`config.mk`:
```
export PLATFORM = sky130hd
export DESIGN_NAME = sr_drive_ctrl_flat
export DESIGN_NICKNAME = d
export VERILOG_FILES = /design/src/rtl/sr_drive_if.sv /design/src/rtl/sr_drive_ctrl.sv /design/src/flat_wrapper.sv
export SDC_FILE = /design/constraint.sdc
export NUM_CORES = 1
export LEC_CHECK = 0
export BUFFER_PORTS_ARGS = -buffer_cell sky130_fd_sc_hd__buf_2
export CORE_AREA = 2 2 83 93
export CTS_BUF_LIST = sky130_fd_sc_hd__clkbuf_2
export CTS_CLUSTER_SIZE = 20
export DETAILED_ROUTE_END_ITERATION = 7
export DIE_AREA = 0 0 85 95
export REMOVE_ABC_BUFFERS = 1
export SYNTH_ARGS = -nofsm -noshare
export SYNTH_HDL_FRONTEND = slang
export SYNTH_SLANG_ARGS = --single-unit
```
`constraint.sdc`:
```
create_clock -name clk -period 2.5 [get_ports clk]
set_input_delay 0.125 -clock clk [delete_from_list [all_inputs] [get_ports clk]]
set_output_delay 0.125 -clock clk [all_outputs]
set_load 0.02 [all_outputs]
```
`src/rtl/sr_drive_if.sv`:
```
// Request/drive bundle between the SR latch driver and its environment.
interface sr_drive_if;
    logic set_req;
    logic clr_req;
    logic s;
    logic r;
    logic busy;
    logic q_exp;
    logic conflict;

    modport master (
        output set_req, clr_req,
        input  s, r, busy, q_exp, conflict
    );

    modport slave (
        input  set_req, clr_req,
        output s, r, busy, q_exp, conflict
    );
endinterface

```
`src/rtl/sr_drive_ctrl.sv`:
```
// SR latch driver: synchronizes and debounces set/clear requests, issues
// width-controlled s/r pulses, drops conflicting requests and tracks expected q.
module sr_drive_ctrl #(
    parameter int unsigned DEB_CYCLES = 4,
    parameter int unsigned PULSE_W    = 3,
    parameter int unsigned GAP_W      = 1
) (
    input  logic       clk,
    input  logic       rst,
    sr_drive_if.slave  bus
);
    localparam int unsigned CW = 8;
    localparam logic [CW-1:0] DEB_LAST   = CW'(DEB_CYCLES - 1);
    localparam logic [CW-1:0] PULSE_LAST = CW'(PULSE_W - 1);
    localparam logic [CW-1:0] GAP_LAST   = CW'(GAP_W - 1);

    typedef enum logic [1:0] {IDLE, SET_P, CLR_P, GAP} state_t;

    // Index 0 is the set path, index 1 the clear path.
    logic [1:0]    raw;
    logic [1:0]    sync1, sync2, deb, deb_d, rise;
    logic [CW-1:0] dcnt [2];

    state_t        state, state_n;
    logic [CW-1:0] pcnt, pcnt_n;
    logic [1:0]    pend, pend_n;
    logic          q_exp_n, conflict_n;

    assign raw  = {bus.clr_req, bus.set_req};
    assign rise = deb & ~deb_d;

    // Two-flop synchronizers followed by stable-count debounce.
    always_ff @(posedge clk) begin
        if (rst) begin
            sync1 <= '0;
            sync2 <= '0;
            deb   <= '0;
            deb_d <= '0;
            for (int i = 0; i < 2; i++) dcnt[i] <= '0;
        end else begin
            sync1 <= raw;
            sync2 <= sync1;
            deb_d <= deb;
            for (int i = 0; i < 2; i++) begin
                if (sync2[i] != deb[i]) begin
                    if (dcnt[i] == DEB_LAST) begin
                        deb[i]  <= sync2[i];
                        dcnt[i] <= '0;
                    end else begin
                        dcnt[i] <= dcnt[i] + CW'(1);
                    end
                end else begin
                    dcnt[i] <= '0;
                end
            end
        end
    end

    // Command sequencing; a rise seen this cycle counts as already pending.
    always_comb begin
        state_n    = state;
        pcnt_n     = pcnt;
        pend_n     = pend | rise;
        q_exp_n    = bus.q_exp;
        conflict_n = 1'b0;
        case (state)
            IDLE: begin
                if (pend_n[0] && pend_n[1]) begin
                    conflict_n = 1'b1;
                    pend_n     = '0;
                end else if (pend_n[0]) begin
                    state_n   = SET_P;
                    pcnt_n    = '0;
                    pend_n[0] = 1'b0;
                end else if (pend_n[1]) begin
                    state_n   = CLR_P;
                    pcnt_n    = '0;
                    pend_n[1] = 1'b0;
                end
            end
            SET_P, CLR_P: begin
                if (pcnt == PULSE_LAST) begin
                    pcnt_n  = '0;
                    state_n = (GAP_W == 0) ? IDLE : GAP;
                end else begin
                    pcnt_n = pcnt + CW'(1);
                end
            end
            GAP: begin
                if (pcnt == GAP_LAST) begin
                    pcnt_n  = '0;
                    state_n = IDLE;
                end else begin
                    pcnt_n = pcnt + CW'(1);
                end
            end
            default: begin
                state_n = IDLE;
                pcnt_n  = '0;
            end
        endcase
        // q_exp reflects the command from the first cycle of its final pulse cycle.
        if (state_n == SET_P && pcnt_n == PULSE_LAST) q_exp_n = 1'b1;
        if (state_n == CLR_P && pcnt_n == PULSE_LAST) q_exp_n = 1'b0;
    end

    // Outputs are registered from next-state so they align with the state register.
    always_ff @(posedge clk) begin
        if (rst) begin
            state        <= IDLE;
            pcnt         <= '0;
            pend         <= '0;
            bus.s        <= 1'b0;
            bus.r        <= 1'b0;
            bus.busy     <= 1'b0;
            bus.q_exp    <= 1'b0;
            bus.conflict <= 1'b0;
        end else begin
            state        <= state_n;
            pcnt         <= pcnt_n;
            pend         <= pend_n;
            bus.s        <= (state_n == SET_P);
            bus.r        <= (state_n == CLR_P);
            bus.busy     <= (state_n != IDLE);
            bus.q_exp    <= q_exp_n;
            bus.conflict <= conflict_n;
        end
    end
endmodule

```
`src/flat_wrapper.sv`:
```
// flat-port wrapper written by rule: the top's interface ports become plain ports
module sr_drive_ctrl_flat 
#(
    parameter int unsigned DEB_CYCLES = 4,
    parameter int unsigned PULSE_W    = 3,
    parameter int unsigned GAP_W      = 1
)
  (clk, rst, bus_set_req, bus_clr_req, bus_s, bus_r, bus_busy, bus_q_exp, bus_conflict);
  sr_drive_if bus_i ();
  input  logic clk;
  input  logic rst;
  input wire logic [$bits(bus_i.set_req)-1:0] bus_set_req;
  input wire logic [$bits(bus_i.clr_req)-1:0] bus_clr_req;
  output wire logic [$bits(bus_i.s)-1:0] bus_s;
  output wire logic [$bits(bus_i.r)-1:0] bus_r;
  output wire logic [$bits(bus_i.busy)-1:0] bus_busy;
  output wire logic [$bits(bus_i.q_exp)-1:0] bus_q_exp;
  output wire logic [$bits(bus_i.conflict)-1:0] bus_conflict;
  assign bus_i.set_req = bus_set_req;
  assign bus_i.clr_req = bus_clr_req;
  assign bus_s = bus_i.s;
  assign bus_r = bus_i.r;
  assign bus_busy = bus_i.busy;
  assign bus_q_exp = bus_i.q_exp;
  assign bus_conflict = bus_i.conflict;
  sr_drive_ctrl #(.DEB_CYCLES(DEB_CYCLES), .PULSE_W(PULSE_W), .GAP_W(GAP_W)) u_core (.clk(clk), .rst(rst), .bus(bus_i));
endmodule
```
# After elaboration in Yosys (flattened, before gate mapping)

Memories as Yosys holds them, arrays and structs flattened.
Index checks and enable logic that the tools add are counted.

Register bits: 25
Bits in latches: 0
Bits in writable memories: 16
Memory bits (read-only): 0
Input bits: 4
Output and inout bits: 5
Memories kept: 1

Memories:

| memory      | depth | width | read ports | clocked after Yosys merged registers in | write ports | line                | source |
|---|---|---|---|---|---|---|---|
| u_core.dcnt | 2     | 8     | 2          | 0                                       | 2           | sr_drive_ctrl.sv:22 | `logic [CW-1:0] dcnt [2];` |

Add/sub/neg operators: 3
$mul: 0
Divide/modulo/power cells: 0
Order comparisons: 0
Equality and inequality tests: 11
Shifts and indexed selects: 0
Multiplexer cells: 46
Bitwise logic cells: 10
Reduce and logical (&&, ||, !) cells: 11

Operators by type and width:

| kind                | count |
|---|---|
| $mux 8              | 11 |
| $eq 8x2->1 const B  | 4 |
| $mux 1              | 26 |
| $add 8x1->8 const B | 3 |
| $pmux 8 s3          | 1 |
| $mux 2              | 7 |
| $logic_not 8->1     | 1 |
| $eq 2x2->1 const B  | 3 |
| $or 1x1->1          | 6 |
| $pmux 2 s3          | 1 |
| $reduce_or 2->1     | 3 |
| $eq 2x1->1 const B  | 2 |
| $reduce_and 2->1    | 2 |
| $logic_and 1x1->1   | 3 |
| $and 2x2->2         | 1 |
| $logic_not 2->1     | 1 |
| $ne 1x1->1          | 2 |
| $not 2->2           | 1 |
| $or 2x2->2          | 1 |
| $reduce_bool 2->1   | 1 |
| $not 1->1           | 1 |

# Longest topological paths before layout

Depth in word-level cells: 10
Gate-level depth with buffers: 9
Gate-level depth less buffers: 9

# Worst setup path before layout

Ideal clock, no wire load.

Path kind: register -> register
Start point: register u_core.pcnt[2]
End point: register u_core.bus.q_exp
Data arrival time: 1.973 ns
Required time: 2.368 ns
Slack: 0.394 ns
Cell stages (with the launch flop): 9
Buffers on the path: 1
Clock period less this slack: 2.106 ns
Cell sequence: dfxtp_1 -> buf_6 -> or4_4 -> o31a_1 -> o21ai_4 -> o2bb2a_1 -> o2111a_1 -> mux2i_1 -> a21oi_1

Cells in the longest elaborated chain, start to end: 7

RTL lines:

| what                                                | line                 | source |
|---|---|---|
| start, declared                                     | sr_drive_ctrl.sv:25  | `logic [CW-1:0] pcnt, pcnt_n;` |
| start signal, assigned                              | sr_drive_ctrl.sv:120 | `pcnt <= pcnt_n;` |
| branches (longest 7 deep; another with $add 8x1->8) | --                   |  |
| end signal, assigned                                | sr_drive_ctrl.sv:125 | `bus.q_exp <= q_exp_n;` |
| end, declared                                       | sr_drive_if.sv:18    | `output s, r, busy, q_exp, conflict` |

Several ways; the timed one is not identified.
A chain may end at the register's enable or synchronous reset.

# Final worst setup path

Start point: register u_core.pcnt[6]
End point: register u_core.bus.q_exp

The elaborated chain is that of the path after synthesis.

==> metrics.log <==
[metrics] run status: finished clean
[metrics] count of input and output buffers: 8
[metrics] fin. max-slew vios: 0
[metrics] startpoint class of the critical path: register
[metrics] type of the worst setup path: reg2reg
[metrics] area growth from synthesis to final layout: 12.67%
[metrics] Final Hold Vio Count: 0
[metrics] fraction of registers with async set or reset after synthesis: 0%
[metrics] pwr dens: 444.5 nW/um^2
[metrics] post-route minimum period: 2.238 ns
[metrics] worst-case reg-to-reg path depth: 7
[metrics] flop2flop setup slack: 0.26 ns
[metrics] final net count: 262
[metrics] area of the placeable core: 7226 sq um
[metrics] fraction of final layout cells with drive strength greater than 1: 7.937%
[metrics] worst min-delay path endpoint: u_core.state[1]$_SDFF_PP0_
[metrics] Bufs on Longest Clock Path: 2
[metrics] setup repair after global routing missed its margin: false
[metrics] via count of the first global-routing pass: 1,500
[metrics] total area of multi-input combinational cells: 1085 sq um
[metrics] Post-Synthesis Cells: 221
[metrics] antenna violations before repair: 0
[metrics] CP Capture Type: register
[metrics] Die Height: 95 um
[metrics] Site Rows: 33
[metrics] start point of the worst min-delay path: rst
[metrics] Boundary Pins: 9
[metrics] pre-CTS WS: 0.2701 ns
[metrics] clock insertion delay at the later pin of the skew report: 0.38 ns
[metrics] endpoints failing setup: 0
[metrics] highest clock frequency the design can meet: 446.7 MHz
[metrics] data arrival time of the worst path: 2.52 ns
[metrics] top_reg_cell synth: sky130_fd_sc_hd__dfxtp_1
[metrics] largest net degree at the start of global routing: 27
[metrics] #FFs+latches synth: 41
[metrics] sequential fraction of the synthesis area: 47.31%
[metrics] H-tree depth: 2
[metrics] ant diodes: 0
[metrics] MaxCap Viol Count: 0
[metrics] leakage: 0.0008854 uW
[metrics] number of sinks driven by the clock tree: 41
[metrics] setup skew after layout: 0.008838 ns
[metrics] Avg Cell Area, Syn: 9.381 sq um
[metrics] number of nets with antenna violations after detailed routing: 0
[metrics] Starting Density: 28.69%
[metrics] number of stages on the worst hold path: 2
[metrics] iteration-0 DRC count of the detailed router: 64
[metrics] filler instances: 734
[metrics] last weighted congestion value of the routability-driven placer: 0.8966
[metrics] CP required: 2.79 ns
[metrics] HP Class: in2reg
[metrics] count of warnings emitted by yosys: 0
[metrics] total grt overflow: 0
[metrics] number of enable flip-flop cells after synthesis: 16
[metrics] reg-to-reg critical path startpoint: u_core.pcnt[6]$_SDFF_PP0_
[metrics] fin util: 32.33%
[metrics] sum of negative setup slack: 0 ns
[metrics] ratio of routed vias to standard cells: 4.829
[metrics] width of the die: 85 um
[metrics] DRC violation count after routing: 0
[metrics] FF+latch area: 980.9 sq um
[metrics] wire length of the first global-routing pass: 6568 um
[metrics] final worst path period share: 89.54%
[metrics] number of gates resized after cts: 0
[metrics] setup ws final: 0.2616 ns
[metrics] routed vias: 1,637
[metrics] wire length per cell: 11.08 um
[metrics] wirelength, routed: 3756 um
[metrics] die area: 8075 sq um
[metrics] master cell of the clock root buffer: sky130_fd_sc_hd__clkbuf_2
[metrics] count of distinct cell types in the synthesized netlist: 46
[metrics] hpwl dp: 2680 um
[metrics] endpoint of the worst-slack reg-to-reg timing path: u_core.bus.q_exp$_SDFFE_PP0P_
[metrics] maximum ir drop on the vdd rail: 0.0002245 V
[metrics] total track usage: 10.10%
[metrics] CTS tree: yes
[metrics] number of buffers inserted during clock tree synthesis: 5
[metrics] clock transition at the registers of the reported paths: 0.20 ns
[metrics] Crit Path Max Fanout: 8
[metrics] mapped cell area: 2073 sq um
[metrics] DRT Pass-1 Iters: 4
report_power, final:
group	internal (uW)	total [uW]	switching (uW)
Clock	61.4	269	208
Sequential	711	724	13.5
Combinational	18.6	44.4	25.8
how the worst max path moves through the flow:
| stage | from | end | slack (ns) | cells after the start |
|---|---|---|---|---|
| after CTS | u_core.pcnt[6]$_SDFF_PP0_ | u_core.bus.q_exp$_SDFFE_PP0P_ | 0.26 | 7 |
| final | u_core.pcnt[6]$_SDFF_PP0_ | u_core.bus.q_exp$_SDFFE_PP0P_ | 0.26 | 7 |
| after floorplan | u_core.pcnt[6]$_SDFF_PP0_ | u_core.bus.q_exp$_SDFFE_PP0P_ | 0.42 | 7 |
| after global placement | u_core.pcnt[6]$_SDFF_PP0_ | u_core.bus.q_exp$_SDFFE_PP0P_ | 0.30 | 7 |
| after detailed placement | u_core.pcnt[6]$_SDFF_PP0_ | u_core.bus.q_exp$_SDFFE_PP0P_ | 0.27 | 7 |
| after global routing | u_core.pcnt[6]$_SDFF_PP0_ | u_core.bus.q_exp$_SDFFE_PP0P_ | 0.15 | 7 |
synth_stat cells, types with 3 or more instances:
master                     number  area share [%]
sky130_fd_sc_hd__xnor2_1        4             1.7
sky130_fd_sc_hd__mux2i_1        3             1.4
sky130_fd_sc_hd__dfxtp_1       25              24
sky130_fd_sc_hd__edfxtp_1      16              23
sky130_fd_sc_hd__xor2_1        10             4.2
sky130_fd_sc_hd__clkbuf_1       5            0.91
sky130_fd_sc_hd__nand2_1       14             2.5
sky130_fd_sc_hd__ha_1           7             4.2
sky130_fd_sc_hd__nor3_1         9             2.2
sky130_fd_sc_hd__nor2_1        31             5.6
sky130_fd_sc_hd__a31oi_1        3            0.91
sky130_fd_sc_hd__nand3_1       13             3.1
sky130_fd_sc_hd__inv_1          9             1.6
sky130_fd_sc_hd__o21ai_1        3            0.72
sky130_fd_sc_hd__nor2b_1        7             2.1
sky130_fd_sc_hd__and3_1         7             2.1
sky130_fd_sc_hd__a21oi_1       14             3.4
sky130_fd_sc_hd__nor4b_1        3             1.3
sky130_fd_sc_hd__nand2b_1       3            0.91
cell families (layout without fill, tap and decap cells):
group                      count (synthesis)  in the layout  synth area share (%)
xor gates and xnor gates                  14             14                 5.914
adders and majority gates                  7              7                 4.224
DFF                                       41             41                 47.31
and+or+nand+nor                           98             98                 23.60
buffers and inverters                     15             31                 3.078
muxes                                      3              3                 1.448
AOI/OAI and AO/OA                         42             42                 14.24
other                                      1             16                0.1809
worst max-delay path, cell delays in order (launching register included):
cell and delay [ns]:
sky130_fd_sc_hd__dfxtp_1 0.40, sky130_fd_sc_hd__or4_4 0.55, sky130_fd_sc_hd__o31a_1 0.30, sky130_fd_sc_hd__o21ai_4 0.25
sky130_fd_sc_hd__o2bb2a_1 0.20, sky130_fd_sc_hd__o2111a_1 0.19, sky130_fd_sc_hd__mux2i_1 0.18, sky130_fd_sc_hd__a21oi_1 0.08
cell usage in the layout, fill, tap and decap left out, types with 4 or more instances in the layout:
master and n:
sky130_fd_sc_hd__a21oi_1 14, sky130_fd_sc_hd__and3_1 7, sky130_fd_sc_hd__buf_2 8, sky130_fd_sc_hd__buf_4 4, sky130_fd_sc_hd__clkbuf_2 5, sky130_fd_sc_hd__conb_1 16
sky130_fd_sc_hd__dfxtp_1 25, sky130_fd_sc_hd__edfxtp_1 16, sky130_fd_sc_hd__ha_1 7, sky130_fd_sc_hd__inv_1 9, sky130_fd_sc_hd__nand2_1 14, sky130_fd_sc_hd__nand3_1 13
sky130_fd_sc_hd__nor2_1 31, sky130_fd_sc_hd__nor2b_1 7, sky130_fd_sc_hd__nor3_1 9, sky130_fd_sc_hd__xnor2_1 4, sky130_fd_sc_hd__xor2_1 10
timing repair:
item                                   CTS  global route
endpoints found under the hold margin    2             0
setup endpoints to repair                0             0
buffers inserted                         0             0
hold buffers                             2             0
registers in the layout, summed over array words and instances (netlist names), 2 cells and up:
name and count:
u_core.dcnt 16, u_core.pcnt 8, u_core.deb 2, u_core.deb_d 2
u_core.pend 2, u_core.state 2, u_core.sync1 2, u_core.sync2 2
final cells by class:
class	instances	share of cell area, %
Multi-Input combinational cell	180	46.44
Sequential cell	41	41.99
Tap cell	87	4.660
Timing Repair Buffer	14	3.856
Inverter	9	1.446
Clock buffer	5	1.071
Clock inverter	3	0.5356
metal layers:
layer  GRT usage (%)  vias up  routed length [um]
met5               0        -                   0
met4           3.968        0                  47
met3           2.622        4                 144
met2           17.19       38                1849
met1           12.18      755                1714
li1                -      840                   -
stage by stage:
step                      total power (uW)  hold slack, ns  cell area (sq um)  std cells
after floorplan                      763.5          0.1941               2100        230
after global placement               780.2          0.3379               2278        329
after detailed placement             780.7          0.3464               2278        329
after CTS                             1062          0.1332               2336        339
after global routing                  1096          0.1586               2336        339
final                                 1038          0.1630               2336        339
Note: power is estimated with default switching activity, not from simulation.
